File: src/rtl/baud_pkg.sv
// Shared types and the config validity rule for the baud tick generator.
package baud_pkg;

    localparam int unsigned BAUD_CNT_W = 16;
    localparam int unsigned MIN_DIV    = 2;

    typedef struct packed {
        logic [BAUD_CNT_W-1:0] div;
        logic [BAUD_CNT_W-1:0] phase;
    } baud_cfg_t;

    // A divisor below 2 would make wrap and period start the same cycle.
    function automatic logic baud_cfg_ok(input baud_cfg_t c);
        return (c.div >= BAUD_CNT_W'(MIN_DIV)) && (c.phase < c.div);
    endfunction

endpackage

File: src/rtl/baud_cfg_slot.sv
// Single-entry pending config slot with the validity check and reject pulse.
module baud_cfg_slot
    import baud_pkg::*;
(
    input  logic      clk,
    input  logic      rst,
    input  logic      i_cfg_valid,
    input  baud_cfg_t i_cfg,
    input  logic      i_apply,
    output logic      o_cfg_ready,
    output logic      o_cfg_err,
    output logic      o_pending_valid,
    output baud_cfg_t o_pending_cfg
);

    logic      r_pending;
    logic      r_err;
    baud_cfg_t r_cfg;
    logic      w_accept;
    logic      w_ok;

    assign w_accept = i_cfg_valid & ~r_pending;
    assign w_ok     = baud_cfg_ok(i_cfg);

    // Apply only happens while pending, and accept only while empty, so they never collide.
    always_ff @(posedge clk) begin
        if (rst) begin
            r_pending <= 1'b0;
            r_err     <= 1'b0;
            r_cfg     <= '0;
        end else begin
            r_err <= w_accept & ~w_ok;
            if (i_apply) begin
                r_pending <= 1'b0;
            end else if (w_accept && w_ok) begin
                r_pending <= 1'b1;
                r_cfg     <= i_cfg;
            end
        end
    end

    assign o_cfg_ready     = ~r_pending;
    assign o_cfg_err       = r_err;
    assign o_pending_valid = r_pending;
    assign o_pending_cfg   = r_cfg;

endmodule

File: src/rtl/baud_tick_gen.sv
// Programmable bit/sample tick generator with boundary-aligned config reload and resync.
module baud_tick_gen
    import baud_pkg::*;
#(
    parameter int unsigned CNT_W         = BAUD_CNT_W,
    parameter int unsigned DEFAULT_DIV   = 5,
    parameter int unsigned DEFAULT_PHASE = 2
) (
    input  logic             clk,
    input  logic             rst,
    input  logic             en,
    input  logic             resync,
    input  logic             cfg_valid,
    output logic             cfg_ready,
    input  logic [CNT_W-1:0] cfg_div,
    input  logic [CNT_W-1:0] cfg_phase,
    output logic             cfg_err,
    output logic             bit_tick,
    output logic             sample_tick,
    output logic [CNT_W-1:0] cnt
);

    if (CNT_W != BAUD_CNT_W) begin : g_bad_width
        $error("baud_tick_gen: CNT_W must equal baud_pkg::BAUD_CNT_W");
    end
    if (DEFAULT_DIV < MIN_DIV) begin : g_bad_div
        $error("baud_tick_gen: DEFAULT_DIV must be at least 2");
    end
    if (DEFAULT_PHASE >= DEFAULT_DIV) begin : g_bad_phase
        $error("baud_tick_gen: DEFAULT_PHASE must be less than DEFAULT_DIV");
    end

    logic [CNT_W-1:0] r_cnt;
    logic [CNT_W-1:0] r_div;
    logic [CNT_W-1:0] r_phase;

    baud_cfg_t w_cfg_in;
    baud_cfg_t w_pending_cfg;
    logic      w_pending_valid;
    logic      w_wrap;
    logic      w_boundary;
    logic      w_apply;

    assign w_cfg_in = '{div: cfg_div, phase: cfg_phase};

    baud_cfg_slot u_slot (
        .clk             (clk),
        .rst             (rst),
        .i_cfg_valid     (cfg_valid),
        .i_cfg           (w_cfg_in),
        .i_apply         (w_apply),
        .o_cfg_ready     (cfg_ready),
        .o_cfg_err       (cfg_err),
        .o_pending_valid (w_pending_valid),
        .o_pending_cfg   (w_pending_cfg)
    );

    // Idle and resync cycles count as boundaries so a pending config never waits on a stalled count.
    assign w_wrap     = en & (r_cnt == (r_div - CNT_W'(1)));
    assign w_boundary = w_wrap | resync | ~en;
    assign w_apply    = w_pending_valid & w_boundary;

    always_ff @(posedge clk) begin
        if (rst) begin
            r_cnt   <= '0;
            r_div   <= CNT_W'(DEFAULT_DIV);
            r_phase <= CNT_W'(DEFAULT_PHASE);
        end else begin
            if (resync || w_apply || w_wrap) begin
                r_cnt <= '0;
            end else if (en) begin
                r_cnt <= r_cnt + CNT_W'(1);
            end
            if (w_apply) begin
                r_div   <= w_pending_cfg.div;
                r_phase <= w_pending_cfg.phase;
            end
        end
    end

    assign bit_tick    = en & ~rst & (r_cnt == '0);
    assign sample_tick = en & ~rst & (r_cnt == r_phase);
    assign cnt         = r_cnt;

endmodule

File: config.mk
export PLATFORM = sky130hd
export DESIGN_NAME = baud_tick_gen
export DESIGN_NICKNAME = d
export VERILOG_FILES = /design/src/rtl/baud_pkg.sv /design/src/rtl/baud_cfg_slot.sv /design/src/rtl/baud_tick_gen.sv
export SDC_FILE = /design/constraint.sdc
export NUM_CORES = 1
export LEC_CHECK = 0
export CAP_MARGIN = 15
export CORE_MARGIN = 1
export CORE_UTILIZATION = 56
export DETAILED_ROUTE_END_ITERATION = 10
export PLACE_DENSITY_LB_ADDON = 0.08
export SETUP_SLACK_MARGIN = 0.05
export SYNTH_ARGS = -nofsm -noshare
export SYNTH_HDL_FRONTEND = slang
export SYNTH_SLANG_ARGS = --single-unit
File: constraint.sdc
create_clock -name clk -period 4 [get_ports clk]
set_clock_uncertainty 0.2 [all_clocks]
set_input_delay 0.8 -clock clk [delete_from_list [all_inputs] [get_ports clk]]
set_output_delay 0.8 -clock clk [all_outputs]
set_load 0.05 [all_outputs]
* After elaboration in Yosys (flattened, before gate mapping) *
Cells that the tools add are included.
W data, S select, Z words.

cells by class
  equality and inequality tests = 2
  reduce and logical (&&, ||, !) cells = 8
  add/sub/neg operators = 2
  $lt $le $gt $ge = 2
  bitwise operators = 14

operators with widths
  kind                     count
  $eq A16 B16 Y1           2
  $add A16 B1 Y16 const B  1
  $ge A16 B2 Y1 const B    1
  $logic_not A16 Y1        1
  $lt A16 B16 Y1           1
  $sub A16 B1 Y16 const B  1
  $and A1 B1 Y1            7
  $not A1 Y1               5
  $reduce_or A2 Y1         2
  $logic_and A1 B1 Y1      2
  $logic_or A1 B1 Y1       2
  $or A1 B1 Y1             2
  $reduce_and A2 Y1        1

storage, ports and cells
  word-level logic and storage cells = 35
  flip-flop bits (word level) = 82
  bits of input ports = 37

* Logic depth before layout (Yosys ltp) *
Gate-level depths: netlist of run 1.

  depth after elaboration = 9
  mapped depth = 10
  depth with buffers taken out = 9

* Cells and area by module *
From an unflattened synthesis of run 1, not the netlist that was laid out.

second synthesis, totals
  cells, all modules = 539
  area, all modules = 4865.9 sq um

by module, submodules not included
  module         cells an instance  area an instance (sq um)  times used
  baud_tick_gen  336                2936.6                    1
  baud_cfg_slot  203                1929.4                    1

* Worst setup path after synthesis of run 1 *
OpenSTA, ideal clock, no wires.

  path kind = input to output
  from = input en
  to = output bit_tick
  cell stages on the path = 5
  arrival time = 3.004 ns
  slack = -0.004 ns
  cell sequence = clkbuf_1 > inv_1 > nor2_1 > nand4_1 > nor4b_1

between the ends
  word-level cells in the longest chain between the ends = 2

RTL lines
  element                      RTL line             RTL
  start, declared              baud_tick_gen.sv:11  input logic en,
  $and A1 B1 Y1 (2 in series)  baud_tick_gen.sv:81  assign bit_tick = en & ~rst & (r_cnt == '0);
  end, declared                baud_tick_gen.sv:18  output logic bit_tick,

Every way passes these cells.

* Final worst setup path of run 1 *
  from = register r_div[2]
  to = register r_phase[3]

between the ends
  word-level cells in the longest chain between the ends = 6

RTL lines
  element                     RTL line             RTL
  start, declared             baud_tick_gen.sv:34  logic [CNT_W-1:0] r_div;
  start signal, assigned      baud_tick_gen.sv:66  r_div <= CNT_W'(DEFAULT_DIV);
  start signal, assigned      baud_tick_gen.sv:75  r_div <= w_pending_cfg.div;
  $sub A16 B1 Y16             baud_tick_gen.sv:59  assign w_wrap = en & (r_cnt == (r_div - CNT_W'(1)));
  $eq A16 B16 Y1              baud_tick_gen.sv:59
  $and A1 B1 Y1               baud_tick_gen.sv:59
  $or A1 B1 Y1 (2 in series)  baud_tick_gen.sv:60  assign w_boundary = w_wrap | resync | ~en;
  $and A1 B1 Y1               baud_tick_gen.sv:61  assign w_apply = w_pending_valid & w_boundary;
  end signal, assigned        baud_tick_gen.sv:67  r_phase <= CNT_W'(DEFAULT_PHASE);
  end signal, assigned        baud_tick_gen.sv:76  r_phase <= w_pending_cfg.phase;
  end, declared               baud_tick_gen.sv:35  logic [CNT_W-1:0] r_phase;

Every way passes these cells.
A chain may end at the register's enable or synchronous reset.

==> summary.txt, run 1 <==
Clock network
  • CTS-repair resized insts: 0
  • Clock root buffer: clkbuf_8
  • Deepest clock path buffer count: 2
  • CTS tree: done
  • Hold_buf cts: 0
  • Insertion delay to the later sink of the worst-skew pair: 360 ps
  • Clock-pin slew on the worst setup and hold paths: 90 ps
  • CTS Sinks: 82
  • H-tree depth: 3
  • Inserted Clock Buffers: 9
  • # Post-CTS Setup Buffers: 0

Job
  • MaxCap Viol Count: 0

Floorplan
  • Die Height: 92.36 µm
  • Initial Util: 58.56%
  • Core Area: 0.007807 mm²
  • IO Count: 57
  • Die Area: 0.008529 mm²
  • Die W: 92.36 µm
  • Cell row count: 32

Logic synthesis
  • Seq/Total Area, Yosys: 35.91%
  • Ranking of synthesized cells by area: dfxtp_1 (36%), mux2i_1 (14%), nand2b_1 (8.3%)
  • Most frequent cells after synthesis: dfxtp_1 (82), nor2_1 (66), mux2i_1 (65)
  • Netlist Area Pre-Place: 0.004572 mm²
  • Most frequent cell after synthesis: dfxtp_1
  • Largest area contributor in the netlist: dfxtp_1
  • EDFF count, synth: 0
  • Unique masters post-synth: 46
  • Syn Nets: 572
  • #FFs+latches synth: 82
  • Mapped Avg Cell Area: 8.843 µm²
  • Async set-reset flop share out of synthesis: 0%
  • Post-synth top flop: dfxtp_1
  • Post-Synthesis Cells: 517
  • Area share of the largest cell type after synthesis: 35.91%
  • Ys Warns: 0

Timing
  • Fin crit share: 92.56%
  • Final setup viols: 0
  • Relative slew slack: 50.12%
  • Fmax: 270.1 MHz
  • Slew Limit Fails: 0
  • Worst Tran Pin Value: 748.2 ps
  • Final hold vios: 0
  • Tmin final: 3703 ps
  • RSZ-0062 raised after global routing: false
  • Final TNS setup: 0 ps

Routing
  • Vias: 3730
  • Iteration-0 DRC Markers: 139
  • First-pass detailed-route iteration total: 5
  • Remaining DRCs: 0
  • Routed WL: 10.35 mm
  • DR WL/cell: 15.63 µm
  • Vias per std cell: 5.634
  • Final ANT Viol Nets: 0

GRT
  • Vias in the first global route: 3516
  • Global-route wire length before repair: 17.10 mm
  • Initial antenna violation count: 0
  • Gr ovfl total: 0
  • Largest net degree at the start of global routing: 100
  • Total GRT Usage: 25.72%

Power and ir drop
  • Power Dens Cells: 325.8 mW/mm²
  • VDD IR max: 0.0002084 V
  • Clk pwr share: 33.5%
  • Comb power frac: 16.7%
  • Net Sw Power: 0.4800 mW
  • Internal power: 1.274 mW
  • Static power due to leakage: 2.015 nW
  • Sequential Power Share: 49.8%
  • Switching power share of the total: 27.37%

Final layout
  • Layout Cells excl Fill: 662
  • Fillers: 651
  • Final nets: 612
  • Reg area: 0.001642 mm²
  • Number of diodes: 0
  • Area of the multi-input gates: 0.002719 mm²
  • Layout cells sized above 1: 5.357%
  • Synth-to-Final Area Change: 17.76%

Outcome
  • Status: completed

Setup path
  • Worst r2r path cells: 8
  • Crit Path Class: register to register
  • Arrival @ worst endpoint: 3790 ps
  • Reg2reg end: r_phase[3]
  • Crit Path Max Fanout: 32
  • R2R Path Start: r_div[2]
  • Startpoint Class: register
  • CP Capture Type: register
  • Worst EP required: 4080 ps
  • Reg-to-reg slack, setup: 300 ps

Place
  • Post-DP HPWL: 7.732 mm
  • Port Buffer Count: 56
  • Placed cells: 648
  • GPL Wtd Cong: 0.9380

Worst hold path
  • WHS Endpoint: r_div[1]
  • Hold Crit Start: u_slot.o_pending_cfg[17]
  • Worst min path class: register to register
  • Hold Path Depth: 2
-- power groups by stage --
stage	logic [mW]	clock network [mW]	registers, mW
final	0.293	0.588	0.873
after global routing	0.320	0.635	0.878
after CTS	0.293	0.595	0.873
after detailed placement	0.292	0	0.892
after global placement	0.285	0	0.890
after floorplan	0.194	0	0.887
-- kinds of logic after synthesis --
kind of cell / synth area share [%]
buffers and inverters: 5.035
xor gates and xnor gates: 9.387
muxes: 14.48
and+or+nand+nor: 23.43
adders and majority gates: 4.926
DFF: 35.91
AOI/OAI and AO/OA: 6.842
-- worst max-delay path by stage --
stage / startpoint / to / depth (start not counted)
after floorplan: r_div[2] / r_div[0] / 8
after global placement: en / bit_tick / 6
after detailed placement: r_div[2] / r_div[5] / 8
after CTS: r_div[2] / r_phase[3] / 8
after global routing: r_div[2] / r_phase[5] / 8
final: r_div[2] / r_phase[3] / 8
-- worst max-delay path: stages (launching register included) --
cell	delay, ps
dfxtp_1	370
or3_1	420
or4_1	550
or4b_1	570
a211o_1	310
a2111o_1	440
o31ai_4	230
buf_12	260
mux2i_1	230
-- placed cells by master, fill, tap and decap left out, types with 6 or more instances in the layout --
cell,n
a21o_1,6
a21oi_1,8
clkbuf_8,9
clkdlybuf4s50_1,53
dfxtp_1,82
ha_1,18
inv_1,22
mux2i_1,65
nand2_1,14
nand2b_1,61
nand3_1,14
nand4_1,14
nor2_1,66
nor3_1,9
nor4_1,11
xnor2_1,32
xor2_1,17
-- registers in the layout (all words and copies together), names as in the netlist --
signal / count
u_slot.o_pending_cfg: 32
u_slot.o_pending_valid: 1
cnt: 16
r_phase: 16
u_slot.o_cfg_err: 1
r_div: 16
-- routing by layer --
| layer | wire length [µm] | vias to the layer above | track usage [%] |
|---|---|---|---|
| met5 | 0 | - | 0 |
| met4 | 233 | 0 | 12.24 |
| met3 | 449 | 25 | 3.120 |
| met2 | 4815 | 127 | 41.17 |
| met1 | 4848 | 1731 | 34.38 |
| li1 | - | 1847 | - |
-- metrics by stage --
step / total power [mW] / worst slack, ps / util [%] / hold WS [ps] / instance area (µm²)
2_1_floorplan: 1.081 / 516.4 / - / 251.2 / 4578
3_3_place_gp: 1.174 / 396.8 / 66.65 / 265.3 / 5204
3_5_place_dp: 1.184 / 370.4 / 66.65 / 273.8 / 5204
4_1_cts: 1.760 / 347.3 / 68.96 / 285.6 / 5384
5_1_grt: 1.833 / 172.5 / 68.96 / 307.7 / 5384
6_report: 1.754 / 297.5 / 68.96 / 282.3 / 5384
-- area by class of cell --
class / instances / area share (%)
Clock inverter: 5 / 1.046
Inverter: 22 / 1.534
Timing Repair Buffer: 62 / 11.76
Sequential cell: 82 / 30.49
Clock buffer: 9 / 2.301
Multi-Input combinational cell: 380 / 50.50
Tap cell: 102 / 2.370
(Power assumes the default switching activity.)
==> inputs of run 2 (changes only) <==
--- a/config.mk
+++ b/config.mk
@@ -5,6 +5,7 @@
 export SDC_FILE = /design/constraint.sdc
 export NUM_CORES = 1
 export LEC_CHECK = 0
+export ABC_CLOCK_PERIOD_IN_PS = 4000
 export CAP_MARGIN = 15
 export CORE_MARGIN = 1
 export CORE_UTILIZATION = 56
==> results of run 2 <==
The final DEF is identical to that of run 1; final timing and power are the same.
==> inputs of run 3 (changes only) <==
--- a/config.mk
+++ b/config.mk
@@ -7,11 +7,11 @@
 export LEC_CHECK = 0
 export ABC_CLOCK_PERIOD_IN_PS = 4000
 export CAP_MARGIN = 15
+export CORE_ASPECT_RATIO = 1.75
 export CORE_MARGIN = 1
 export CORE_UTILIZATION = 56
 export DETAILED_ROUTE_END_ITERATION = 10
 export PLACE_DENSITY_LB_ADDON = 0.08
-export SETUP_SLACK_MARGIN = 0.05
 export SYNTH_ARGS = -nofsm -noshare
 export SYNTH_HDL_FRONTEND = slang
 export SYNTH_SLANG_ARGS = --single-unit
==> run 3 against run 2 <==
Compared with the run above: cell area is 2.5% higher; clock-buffer cell count increased by 2; fmax down 0.59%; critical endpoint is now r_div[0]; largest power group is now the clock network.
==> summary.txt, run 3 (synthesis gave the netlist of run 1 again) <==
Clock network
  • H-tree depth: 3 (unchanged)
  • Insertion delay to the later sink of the worst-skew pair: 340 ps (-20 ps)
  • CTS Sinks: 82 (unchanged)
  • Clock root buffer: clkbuf_16
  • Inserted Clock Buffers: 9 (unchanged)
  • Deepest clock path buffer count: 2 (unchanged)
  • Clock-pin slew on the worst setup and hold paths: 60 ps (-30 ps)
  • CTS-repair resized insts: 0 (unchanged)
  • Hold_buf cts: 0 (unchanged)
  • CTS tree: done
  • # Post-CTS Setup Buffers: 0 (unchanged)

Final layout
  • Number of diodes: 0 (unchanged)
  • Reg area: 0.001642 mm² (unchanged)
  • Most common cell after layout, fill and taps aside: dfxtp_1
  • Final nets: 613 (+0.16%)
  • Max reg flops: 32 (unchanged)
  • Layout cells sized above 1: 5.684% (+0.33 points)
  • Synth-to-Final Area Change: 20.66%
  • Area of the multi-input gates: 0.002719 mm² (unchanged)
  • Most frequent cells in the layout: dfxtp_1 (82), nor2_1 (66), mux2i_1 (65)
  • Fillers: 643 (-1.2%)

Timing
  • Relative slew slack: 47.81% (-2.3 points)
  • Fin crit share: 93.11% (+0.55 points)
  • Final TNS setup: 0 ps (unchanged)
  • Final hold vios: 0 (unchanged)
  • Slew Limit Fails: 0 (unchanged)
  • Tmin final: 3724 ps (+21.85 ps)
  • RSZ-0062 raised after global routing: false
  • Final setup viols: 0 (unchanged)
  • Fmax: 268.5 MHz (-0.59%)
  • Worst Tran Pin Value: 782.8 ps (+34.67 ps)

Setup path
  • Crit Path Max Fanout: 32 (unchanged)
  • CP Buf/Inv Count: 1 (unchanged)
  • Arrival @ worst endpoint: 3790 ps (about the same)
  • CP Capture Type: register
  • Startpoint Class: register
  • CP cell instances: or3_1, or4_1, or4b_1, a211o_1, a2111o_1, o31ai_4, buf_12, mux2i_1
  • Family with the most delay on the worst path: simple AND/OR/NAND/NOR gates
  • Critical path's largest stage delay: 590 ps (+20 ps)
  • Worst EP required: 4070 ps (about the same)
  • Crit Path Class: register to register
  • Critical path's slowest cell: or4b_1

Power and ir drop
  • VDD IR max: 0.0002477 V (+19%)
  • Power Dens Cells: 372.1 mW/mm² (+14%)
  • Static power due to leakage: 2.084 nW (+3.4%)
  • Overall power: 2.053 mW (+17%)

Job
  • MaxCap Viol Count: 0 (unchanged)

Floorplan
  • Die W: 70.30 µm (-24%)
  • Die Area: 0.008544 mm² (+0.17%)
  • Initial Util: 57.81% (-0.75 points)
  • Cell row count: 43 (+34%)
  • IO Count: 57 (unchanged)
  • Core Area: 0.007909 mm² (+1.3%)
  • Die Height: 121.5 µm (+32%)

Routing
  • Remaining DRCs: 0 (unchanged)
  • Routed WL: 10.51 mm (+1.5%)
  • Wire length on met2: 5.401 mm (+12%)
  • Vias per std cell: 5.639 (about the same)
  • Highest metal used: met4
  • Vias: 3682 (-1.3%)
  • Met3 wire length: 288 µm (-36%)
  • Iteration-0 DRC Markers: 169 (+22%)
  • Met1 Wirelength: 4.366 mm (-9.9%)
  • First-pass detailed-route iteration total: 4 (-1)
  • Final ANT Viol Nets: 0 (unchanged)
  • DR WL/cell: 16.09 µm (+2.9%)

GRT
  • Largest net degree at the start of global routing: 100 (unchanged)
  • Gr ovfl total: 0 (unchanged)
  • Vias in the first global route: 3548 (+0.91%)
  • Initial antenna violation count: 0 (unchanged)
  • Total GRT Usage: 26.35% (+0.63 points)
  • Global-route wire length before repair: 17.39 mm (+1.7%)

Place
  • Port Buffer Count: 56 (unchanged)
  • GPL Wtd Cong: 0.9649 (+2.9%)
  • Post-DP HPWL: 7.909 mm (+2.3%)

Outcome
  • Status: completed

Worst hold path
  • Worst min path class: register to register
## run 3: cell count changes in the layout (fill, tap and decap cells not counted)
cell / change
clkbuf_16: +9
clkbuf_8: -8
buf_4: +1
bufinv_16: +1
clkbuf_1: +1
inv_6: -1
## run 3: layer usage
layer  vias up  GRT usage, %
met5         -             0
met4         0         15.38
met1      1734         29.20
met2        83         46.49
met3        28         4.632
li1       1837             -
## run 3: worst paths after layout
kind                            start        end  slack, ps  cells past startpoint
max                          r_div[2]   r_div[0]        280                      8
max reg2reg                  r_div[2]   r_div[0]        280                      8
min reg2reg  u_slot.o_pending_cfg[31]  r_div[15]        270                      2
min          u_slot.o_pending_cfg[31]  r_div[15]        270                      2
## run 3: tightest hold or removal path, cell delays in order, from the launching register on
cell and delay, ps:
dfxtp_1 310, nand2b_1 60, mux2i_1 60
## run 3: metrics by stage
stage                     hold slack, ps  instance area (µm²)  setup WS [ps]  instances  util [%]
final                              274.7                 5517          275.6        653     69.75
after global routing               303.0                 5517          154.9        653     69.75
after CTS                          278.4                 5517          273.3        653     69.75
after detailed placement           270.4                 5196          296.1        637     65.70
after global placement             262.7                 5196          435.9        637     65.70
after floorplan                    251.2                 4578          516.4        517         -
## run 3: report_power, final
group | leakage, nW | switching [mW] | total, mW | internal (mW)
logic | 1.26 | 0.151 | 0.296 | 0.145
clock network | 0.156 | 0.322 | 0.883 | 0.561
registers | 0.666 | 0.0244 | 0.874 | 0.849
total | 2.08 | 0.497 | 2.05 | 1.56
## run 3: area by class of cell
type / count / area share [%]
well taps: 90 / 2.041
clock inverters: 5 / 1.406
repair buffers: 63 / 11.61
flip-flops and latches: 82 / 29.76
multi-input cells: 380 / 49.29
inverters: 22 / 1.497
clock buffers: 11 / 4.400
